[config.mk]
export PLATFORM = sky130hd
export DESIGN_NAME = ex_stage_mc
export DESIGN_NICKNAME = d
export VERILOG_FILES = /design/src/rtl/ex_pkg.sv /design/src/rtl/ex_stage_mc_mul_iter.sv /design/src/rtl/ex_stage_mc.sv
export SDC_FILE = /design/constraint.sdc
export NUM_CORES = 2
export LEC_CHECK = 0
export CAP_MARGIN = 30
export CORE_ASPECT_RATIO = 1.25
export CORE_MARGIN = 3
export CORE_UTILIZATION = 50
export CTS_CLUSTER_DIAMETER = 80
export DETAILED_ROUTE_END_ITERATION = 7
export PLACE_DENSITY = 0.7
export SLEW_MARGIN = 20
export SYNTH_ARGS = -nofsm -noshare
export SYNTH_HDL_FRONTEND = slang
export SYNTH_SLANG_ARGS = --single-unit
[constraint.sdc]
create_clock -name clk -period 16.5 [get_ports clk]
set_input_delay 1.65 -clock clk [delete_from_list [all_inputs] [get_ports clk]]
set_output_delay 1.65 -clock clk [all_outputs]
set_load 0.02 [all_outputs]
[src/rtl/ex_pkg.sv]
// Shared encodings for the multi-cycle LEGv8 execute stage: ALU and branch
// condition codes, flag bit positions, FSM states and the deferred MUL controls.
package ex_pkg;

    typedef enum logic [2:0] {
        ALU_PASS = 3'b000,
        ALU_ADD  = 3'b010,
        ALU_SUB  = 3'b011,
        ALU_AND  = 3'b100,
        ALU_OR   = 3'b101,
        ALU_XOR  = 3'b110
    } alu_op_e;

    typedef enum logic [1:0] {
        COND_CBZ  = 2'b00,
        COND_LT   = 2'b01,
        COND_CBNZ = 2'b10,
        COND_EQ   = 2'b11
    } cond_sel_e;

    // Position of each flag inside the {N,Z,V,C} register
    localparam int unsigned FLAG_N = 3;
    localparam int unsigned FLAG_Z = 2;
    localparam int unsigned FLAG_V = 1;
    localparam int unsigned FLAG_C = 0;

    typedef enum logic {
        IDLE = 1'b0,
        BUSY = 1'b1
    } state_e;

    // EX/MEM side-band captured when a MUL is accepted, replayed when it retires
    typedef struct packed {
        logic [4:0] rd;
        logic       f_enable;
        logic       pc_select;
    } mul_ctl_t;

endpackage

[src/rtl/ex_stage_mc_mul_iter.sv]
// Iterative shift-add multiplier retiring MUL_BPC multiplier bits per cycle;
// product is the low WIDTH bits and is valid in the cycle done is high.
module mul_iter #(
    parameter int unsigned WIDTH   = 64,
    parameter int unsigned MUL_BPC = 1
) (
    input  logic             clk,
    input  logic             reset,
    input  logic             start,
    input  logic [WIDTH-1:0] a,
    input  logic [WIDTH-1:0] b,
    output logic             busy,
    output logic             done,
    output logic [WIDTH-1:0] product
);
    localparam int unsigned STEPS = WIDTH / MUL_BPC;
    localparam int unsigned CNT_W = $clog2(STEPS + 1);

    logic [CNT_W-1:0] cnt_q, cnt_d;
    logic [WIDTH-1:0] acc_q, acc_d;
    logic [WIDTH-1:0] mcand_q, mcand_d;
    logic [WIDTH-1:0] mplier_q, mplier_d;
    logic [WIDTH-1:0] partial;

    always_comb begin
        partial  = '0;
        cnt_d    = cnt_q;
        acc_d    = acc_q;
        mcand_d  = mcand_q;
        mplier_d = mplier_q;
        for (int j = 0; j < int'(MUL_BPC); j++) begin
            if (mplier_q[j]) begin
                partial = partial + (mcand_q << j);
            end
        end
        if (start && !busy) begin
            cnt_d    = CNT_W'(STEPS);
            acc_d    = '0;
            mcand_d  = a;
            mplier_d = b;
        end else if (busy) begin
            cnt_d    = cnt_q - CNT_W'(1);
            acc_d    = acc_q + partial;
            mcand_d  = mcand_q << MUL_BPC;
            mplier_d = mplier_q >> MUL_BPC;
        end
    end

    always_ff @(posedge clk or posedge reset) begin
        if (reset) begin
            cnt_q    <= '0;
            acc_q    <= '0;
            mcand_q  <= '0;
            mplier_q <= '0;
        end else begin
            cnt_q    <= cnt_d;
            acc_q    <= acc_d;
            mcand_q  <= mcand_d;
            mplier_q <= mplier_d;
        end
    end

    assign busy    = (cnt_q != '0);
    assign done    = (cnt_q == CNT_W'(1));
    // Includes the final step so the caller can retire on the same edge
    assign product = acc_d;

endmodule

[src/rtl/ex_stage_mc.sv]
// Registered LEGv8 execute stage: ALU, bidirectional shifter, branch resolve and
// an iterative multiplier behind a valid/ready stall, ending in the EX/MEM register.
module ex_stage_mc
    import ex_pkg::*;
#(
    parameter int unsigned WIDTH   = 64,
    parameter int unsigned MUL_BPC = 1
) (
    input  logic             clk,
    input  logic             reset,
    input  logic             in_valid,
    output logic             in_ready,
    input  logic [WIDTH-1:0] Da,
    input  logic [WIDTH-1:0] Db,
    input  logic [31:0]      instr,
    input  logic             alu_src,
    input  logic             mem_to_reg,
    input  logic             reg_write,
    input  logic             br_taken,
    input  logic             uncond_br,
    input  logic             big_imm,
    input  logic             shift_en,
    input  logic             shift_dir,
    input  logic             set_flag,
    input  logic             mul_en,
    input  logic [2:0]       alu_op,
    input  logic [1:0]       cond_sel,
    output logic             out_valid,
    output logic [WIDTH-1:0] result,
    output logic [4:0]       rd,
    output logic             f_enable,
    output logic             pc_select,
    output logic [3:0]       flags
);
    localparam int unsigned SHAMT_W = $clog2(WIDTH);

    state_e           state_q, state_d;
    logic             out_valid_q, out_valid_d;
    logic [WIDTH-1:0] result_q, result_d;
    logic [4:0]       rd_q, rd_d;
    logic             f_enable_q, f_enable_d;
    logic             pc_select_q, pc_select_d;
    logic [3:0]       flags_q, flags_d;
    mul_ctl_t         mul_ctl_q, mul_ctl_d;

    logic             accept;
    logic             mul_start, mul_busy, mul_done;
    logic [WIDTH-1:0] mul_product;
    logic [WIDTH-1:0] imm9, imm12, alu_b, b_op, alu_res, shift_res;
    logic [SHAMT_W-1:0] shamt;
    logic [WIDTH:0]   sum;
    logic             is_sub, is_arith, alu_v, alu_c;
    logic [3:0]       alu_flags;
    logic             cond, branch;
    logic             unused_instr;

    assign accept    = in_valid & in_ready;
    assign mul_start = accept & mul_en;
    assign in_ready  = (state_q == IDLE);

    // Operand selection and shifter
    assign imm9      = {{(WIDTH-9){instr[20]}}, instr[20:12]};
    assign imm12     = {{(WIDTH-12){1'b0}}, instr[21:10]};
    assign alu_b     = alu_src ? (big_imm ? imm12 : imm9) : Db;
    assign shamt     = instr[10 +: SHAMT_W];
    assign shift_res = shift_dir ? (Da >> shamt) : (Da << shamt);

    assign unused_instr = ^{instr[31:22], instr[15:10], instr[9:5]};

    always_comb begin
        is_sub   = (alu_op == ALU_SUB);
        is_arith = 1'b0;
        b_op     = is_sub ? ~alu_b : alu_b;
        sum      = {1'b0, Da} + {1'b0, b_op} + (WIDTH+1)'(is_sub);
        alu_res  = alu_b;
        case (alu_op)
            ALU_ADD, ALU_SUB: begin
                alu_res  = sum[WIDTH-1:0];
                is_arith = 1'b1;
            end
            ALU_AND: alu_res = Da & alu_b;
            ALU_OR:  alu_res = Da | alu_b;
            ALU_XOR: alu_res = Da ^ alu_b;
            default: alu_res = alu_b;
        endcase
        alu_v     = is_arith & (Da[WIDTH-1] == b_op[WIDTH-1]) & (sum[WIDTH-1] != Da[WIDTH-1]);
        alu_c     = is_arith & sum[WIDTH];
        alu_flags = {alu_res[WIDTH-1], (alu_res == '0), alu_v, alu_c};
    end

    // Zero tests use the live operand, flag tests use the stored register
    always_comb begin
        cond = 1'b0;
        case (cond_sel)
            COND_CBZ:  cond = (Db == '0);
            COND_LT:   cond = flags_q[FLAG_N] ^ flags_q[FLAG_V];
            COND_CBNZ: cond = (Db != '0);
            COND_EQ:   cond = flags_q[FLAG_Z];
            default:   cond = 1'b0;
        endcase
        branch = uncond_br ? br_taken : (br_taken & cond);
    end

    mul_iter #(
        .WIDTH   (WIDTH),
        .MUL_BPC (MUL_BPC)
    ) u_mul (
        .clk     (clk),
        .reset   (reset),
        .start   (mul_start),
        .a       (Da),
        .b       (Db),
        .busy    (mul_busy),
        .done    (mul_done),
        .product (mul_product)
    );

    always_comb begin
        state_d     = state_q;
        out_valid_d = 1'b0;
        pc_select_d = 1'b0;
        result_d    = result_q;
        rd_d        = rd_q;
        f_enable_d  = f_enable_q;
        flags_d     = flags_q;
        mul_ctl_d   = mul_ctl_q;
        case (state_q)
            IDLE: begin
                if (accept && mul_en) begin
                    state_d             = BUSY;
                    mul_ctl_d.rd        = instr[4:0];
                    mul_ctl_d.f_enable  = ~mem_to_reg & reg_write;
                    mul_ctl_d.pc_select = branch;
                end else if (accept) begin
                    out_valid_d = 1'b1;
                    result_d    = shift_en ? shift_res : alu_res;
                    rd_d        = instr[4:0];
                    f_enable_d  = ~mem_to_reg & reg_write;
                    pc_select_d = branch;
                    if (set_flag && !shift_en) begin
                        flags_d = alu_flags;
                    end
                end
            end
            BUSY: begin
                if (mul_done) begin
                    state_d     = IDLE;
                    out_valid_d = 1'b1;
                    result_d    = mul_product;
                    rd_d        = mul_ctl_q.rd;
                    f_enable_d  = mul_ctl_q.f_enable;
                    pc_select_d = mul_ctl_q.pc_select;
                end else if (!mul_busy) begin
                    state_d = IDLE;
                end
            end
            default: state_d = IDLE;
        endcase
    end

    always_ff @(posedge clk or posedge reset) begin
        if (reset) begin
            state_q     <= IDLE;
            out_valid_q <= 1'b0;
            result_q    <= '0;
            rd_q        <= '0;
            f_enable_q  <= 1'b0;
            pc_select_q <= 1'b0;
            flags_q     <= '0;
            mul_ctl_q   <= '0;
        end else begin
            state_q     <= state_d;
            out_valid_q <= out_valid_d;
            result_q    <= result_d;
            rd_q        <= rd_d;
            f_enable_q  <= f_enable_d;
            pc_select_q <= pc_select_d;
            flags_q     <= flags_d;
            mul_ctl_q   <= mul_ctl_d;
        end
    end

    assign out_valid = out_valid_q;
    assign result    = result_q;
    assign rd        = rd_q;
    assign f_enable  = f_enable_q;
    assign pc_select = pc_select_q;
    assign flags     = flags_q;

endmodule
; ---- Word level (Yosys, flattened, before mapping)
; Cells that the tools add are included.
[totals]
regBits = 283
latch_bits = 0
ram_bits = 0
rom_bits = 0
in_bits = 178
out_inout_bits = 77
word_cells = 106
memories = 0
[classes]
add_sub_neg = 4
multipliers = 0
div_mod_pow = 0
order_cmp = 0
n_eq_ne = 14
n_shift = 2
mux = 42
bitwise_logic = 15
n_reduce_logical = 15
[ops]
columns = operator, count
row1 = $mux 64, 15
row2 = $pmux 64 s4, 1
row3 = $logic_not 64->1, 2
row4 = $pmux 64 s2, 1
row5 = $add 64x64->65, 1
row6 = $add 65x1->65, 1
row7 = $add 64x64->64, 1
row8 = $and 64x64->64, 1
row9 = $not 64->64, 1
row10 = $or 64x64->64, 1
row11 = $reduce_bool 64->1, 1
row12 = $shl 64x6->64, 1
row13 = $shr 64x6->64, 1
row14 = $xor 64x64->64, 1
row15 = $mux 5, 3
row16 = $mux 1, 14
row17 = $mux 7, 2
row18 = $pmux 5 s2, 1
row19 = $eq 3x3->1 const B, 3
row20 = $pmux 1 s2, 4
row21 = $and 1x1->1, 7
row22 = $eq 7x1->1 const B, 1
row23 = $reduce_bool 7->1, 1
row24 = $sub 7x1->7 const B, 1
row25 = other kinds (18), 26

; ---- Longest topological paths before layout
[depth]
word_depth = 11
mapped_depth = 21
ltp_nobuf = 18

; ---- Cells and area by module
; Synthesis repeated with hierarchy kept, for this count alone.
[hier_totals]
hier_cells = 4623
hier_area_um2 = 35939.5
[by_module_without_submodules]
columns = mod, n_inst, cells_per_inst, area_per_inst_um2, seq_area_each_um2
row1 = ex_stage_mc, 1, 3181, 23154.7, 2102.0
row2 = mul_iter, 1, 1442, 12784.8, 4979.8

; ---- Least setup slack after synthesis
; OpenSTA, ideal clock, no wires.
[synth_path]
path_type = input -> register
from = input big_imm
to = register flags_q[2], in the netlist flags[2]
setup_ns = 0.067
arrival_ns = 5.763
t_required_ns = 16.433
setup_slack_ns = 10.670
path_stages = 19
n_path_buf = 3
path_cell_list = nand2b_1 nand2_1 clkbuf_1 clkbuf_1 clkbuf_1 o21ai_0 xor2_1 ha_1 nand2_1 or4_4 or2_1 o2111ai_2 nand2_1 and3_1 a2111o_1 or3_1 nor4_1 nand4_1 nand2_1
[synth_via]
elab_chain_len = 8
word_cells_on_any_way = 11
cone_classes = add/sub: 2 / mux: 4 / bitwise: 4 / reduce/logical: 1
[synth_rtl]
columns = element, line_no
row1 = from (decl), ex_stage_mc.sv:21  ; input logic big_imm,
row2 = $mux 64 (*) (2 in series), ex_stage_mc.sv:64  ; assign alu_b = alu_src ? (big_imm ? imm12 : imm9) : Db;
row3 = $not 64->64, ex_stage_mc.sv:73  ; b_op = is_sub ? ~alu_b : alu_b;
row4 = $mux 64, ex_stage_mc.sv:73
row5 = $add 64x64->65, ex_stage_mc.sv:74  ; sum = {1'b0, Da} + {1'b0, b_op} + (WIDTH+1)'(is_sub);
row6 = $add 65x1->65, ex_stage_mc.sv:74
row7 = $pmux 64 s4 (*), ex_stage_mc.sv:76  ; case (alu_op)
row8 = $logic_not 64->1 (*), ex_stage_mc.sv:88  ; alu_flags = {alu_res[WIDTH-1], (alu_res == '0), alu_v, alu_c};
row9 = to (signal assigned), ex_stage_mc.sv:178  ; flags_q <= flags_d;
row10 = to (decl), ex_stage_mc.sv:43  ; logic [3:0] flags_q, flags_d;
; Every way passes the cells marked *; elsewhere a longest branch is shown, timed or not.
; A chain may end at the register's enable or synchronous reset.

; ---- Worst setup path after layout
; Ends and elaborated chain as after synthesis.

==> run_results.csv <==
group,metric,value,unit
outcome,status,"finished, final reports clean",
global_route,grt_max_degree,213,
worst_setup_path,endpoint_kind,"register",
clock_tree,cts_max_level,2,
synthesis,synth_top_family_by_area,"compound AO/OA/AOI/OAI gates",
timing,tightest_slew,1120,ps
floorplanning,row_count,108,
power,clockPowerShare,0.312,
worst_setup_path,cp_max_fo,40,
synthesis,synthMuxAreaShare,0.145,
place,portBuffers,239,
synthesis,synth_cell_types,94,
final_layout,fillCellCount,6660,
drt,drc,0,
run,drv_cap,0,
final_layout,syn2layout_area_growth,11.6,%
drt,finalWirelength,155,mm
final_layout,final_cell_count_no_fill,5619,
min_path,hold_class,"reg -> reg",
floorplanning,die_h,303,microns
synthesis,synth_xor_area_frac,0.0352,
worst_setup_path,max_stage_delay,640,ps
global_route,grt_pass1_vias,35500,
worst_setup_path,worstPathRequired,17020,ps
power,switchingPower,1.01,mW
drt,drt-pass1-iter-count,8,
worst_setup_path,cp_cell_sequence,"clkdlybuf4s50_1 -> buf_4 -> nand2b_1 -> nand2_1 -> buf_4 -> o21ai_0 -> xor2_1 -> ha_1 -> nand2_1 -> or3_1 -> a211oi_2 -> o211a_1 -> o21ai_0 -> and2_1 -> o211ai_1 -> o211ai_1 -> or3_1 -> nor4_1 -> nand4_1 -> nand2_1",
clock_tree,cts_setup_buffers,0,
worst_setup_path,arrival,7720,ps
synthesis,synth_simple_gate_area_frac,0.207,
synthesis,synth.avg_cell_area,7.61,sq um
synthesis,synth_adder_area_share,0.0965,
clock_tree,tritoncts,"yes",
power,pwr-share-comb,0.409,
final_layout,multi_input_area,26100,sq um
worst_setup_path,critical_path_class,"in -> reg",
floorplanning,start_util,0.506,
timing,rsz0062_at_grt,"no",
clock_tree,clkTransAtPathRegs,60,ps
synthesis,synth_ff_type,"dfrtp_1",
global_route,grt_pass1_wl,227,mm
worst_setup_path,path_delay_family,"compound AO/OA/AOI/OAI gates",
worst_setup_path,start_kind,"input pin",
clock_tree,cts.sinks,283,
final_layout,layout.nets,5097,
worst_setup_path,critPathBufInv,3,
worst_setup_path,crit_top_cell,"nand2_1",
power,p_leak,16.8,nW
final_layout,seq_area,7080,sq um
drt,vias_per_cell,6.71,
floorplanning,die-area,73800,sq um
global_route,track_usage,0.408,
drt,drt_iter0_drc,4397,
clock_tree,cts_buffers,35,
synthesis,syn-num-nets,5087,
timing,fmax,139,MHz
floorplanning,io_pins,255,
drt,antenna_left,0,
drt,routed-via-count,37700,
timing,hold_viol,0,
synthesis,synth_enable_flop_cells,0,
global_route,grt_overflow_total,0,
drt,routedWlPerCell,27.6,microns
floorplanning,die_x,244,microns
power,seq_power_share,0.279,
clock_tree,ctsLongestPathBuffers,3,
timing,slew_headroom,0.252,
clock_tree,postCtsHoldBufs,0,
power,p_per_area,64.3,nW/um^2
power,power.internal,1.52,mW
power,ir_drop,0.0683,mV
place,place_congestion,1.03,
worst_setup_path,worst_path_max_delay_cell,"o211ai_1",
clock_tree,ctsResizeCount,0,
final_layout,layout-drive-gt1-share,0.0858,
clock_tree,clock_latency,590,ps
power,swShare,0.399,
timing,setup_violations,0,
synthesis,seq_area_frac_synth,0.201,
synthesis,async_flop_share,1.00,
timing,min_period,7200,ps
synthesis,syn-instance-count,4638,
synthesis,ys_ff_latch,283,
place,hpwl,112,mm
synthesis,yosys_warnings,0,
timing,setup_tns,0,ps
timing,worst_clock_skew,26.7,ps
timing,finalCritPeriodShare,0.436,
timing,drv_slew,0,
clock_tree,cts-root-buf,"clkbuf_16",
global_route,antenna_found_initial,18,
floorplanning,core-area,69700,sq um
synthesis,synth_compound_area_frac,0.254,
synthesis,netlist_area,35300,sq um
place,dp_cells,5545,
final_layout,post-route-util,0.565,
[path summary, 6_finish.rpt]
kind                                        start              to  slack (ps)  cells after the start
worst max-delay path                      big_imm        flags[2]        9300                     20
worst min-delay path                   result[32]      result[32]         470                      2
worst max register to register  u_mul.mplier_q[0]      result[50]       11420                     17
worst min register to register         result[32]      result[32]         470                      2
max in group asynchronous                   reset  u_mul.acc_q[4]       13580                      3
min in group asynchronous                   reset           rd[0]        1570                      2
[cell usage after synthesis (42+ instances only)]
library cell  count  share of area
nand2_1         566          0.060
buf_1            49         0.0052
o22ai_1          71          0.013
clkbuf_1        275          0.029
a21o_1           79          0.017
xor2_1           75          0.019
nor2_1          610          0.065
a211oi_1         72          0.015
nand3_1          94          0.013
a31oi_1         167          0.030
a21oi_1         346          0.049
inv_1           197          0.021
nor3_1           58         0.0082
xnor2_1          67          0.017
and2_1           82          0.015
ha_1            269          0.095
mux2i_1         154          0.044
nand4_1          56         0.0099
mux4_2          143          0.091
o21ai_0         288          0.041
dfrtp_1         283           0.20
o211ai_1         42         0.0089
[layout by cell type, fill, tap and decap left out, drive strengths merged, types with 79 or more instances in the layout]
cell           synthesis  final
a21o                  79     79
a21oi                349    349
a31oi                167    167
and2                  83     83
buf                   86    107
clkdlybuf4s50          0    227
dfrtp                283    283
ha                   269    269
inv                  197    200
mux2i                154    154
mux4                 143    143
nand2                566    566
nand3                 94     94
nor2                 610    610
o21ai                305    305
[routing by layer]
metal  up-vias  global-route usage  wire [microns]
met2      2212               0.655           69300
li1      16900                   -               -
met5         -                   0              52
met3       573              0.0750           14900
met4         8               0.272           12500
met1     18000               0.503           58200
[power by group through the flow]
stage / clock [mW] / sequential [mW] / combinational (mW)
3_5_place_dp: 0 / 0.720 / 0.990
4_1_cts: 0.800 / 0.708 / 0.994
5_1_grt: 0.825 / 0.708 / 1.09
6_report: 0.790 / 0.708 / 1.03
3_3_place_gp: 0 / 0.720 / 0.983
2_1_floorplan: 0 / 0.730 / 0.622
[tightest hold or removal path, cell delays in order (launching register included)]
cell     delay [ps]
dfrtp_1         340
nand2_1          50
nand2_1          50
[cells by family (layout without fill, tap and decap cells)]
logic type | count (synthesis) | count (layout)
AO/OA/AOI/OAI | 1398 | 1398
XOR/XNOR | 142 | 142
adder cells (fa/ha/maj) | 271 | 271
buffers and inverters | 563 | 597
flip-flops | 283 | 283
multiplexers | 328 | 328
other | 0 | 12
AND/OR/NAND/NOR | 1653 | 1653
[sequential cells by signal, summed over array words and instances (netlist names)]
name,flops
result,64
flags,4
u_mul.acc_q,64
pc_select,1
f_enable,1
u_mul.cnt_q,7
rd,5
u_mul.mplier_q,64
u_mul.mcand_q,64
mul_ctl_q,7
out_valid,1
state_q,1
[stage by stage]
step	setup WS, ps	instance area, sq um	power (mW)	hold slack (ps)
after CTS	9160	39300	2.50	468
final	9300	39400	2.53	465
after global routing	9040	39400	2.62	498
after detailed placement	8560	38200	1.71	455
after floorplan	7040	35300	1.35	445
after global placement	8550	38200	1.70	453
[layout make-up]
type | instances | share of cell area
flip-flops and latches | 283 | 0.180
clock inverters | 19 | 0.00518
clock buffers | 42 | 0.0244
diodes | 12 | 0.000762
repair buffers | 335 | 0.0785
well taps | 935 | 0.0297
multi-input cells | 3792 | 0.662
inverters | 201 | 0.0194
Note: power is estimated with default switching activity, not from simulation.
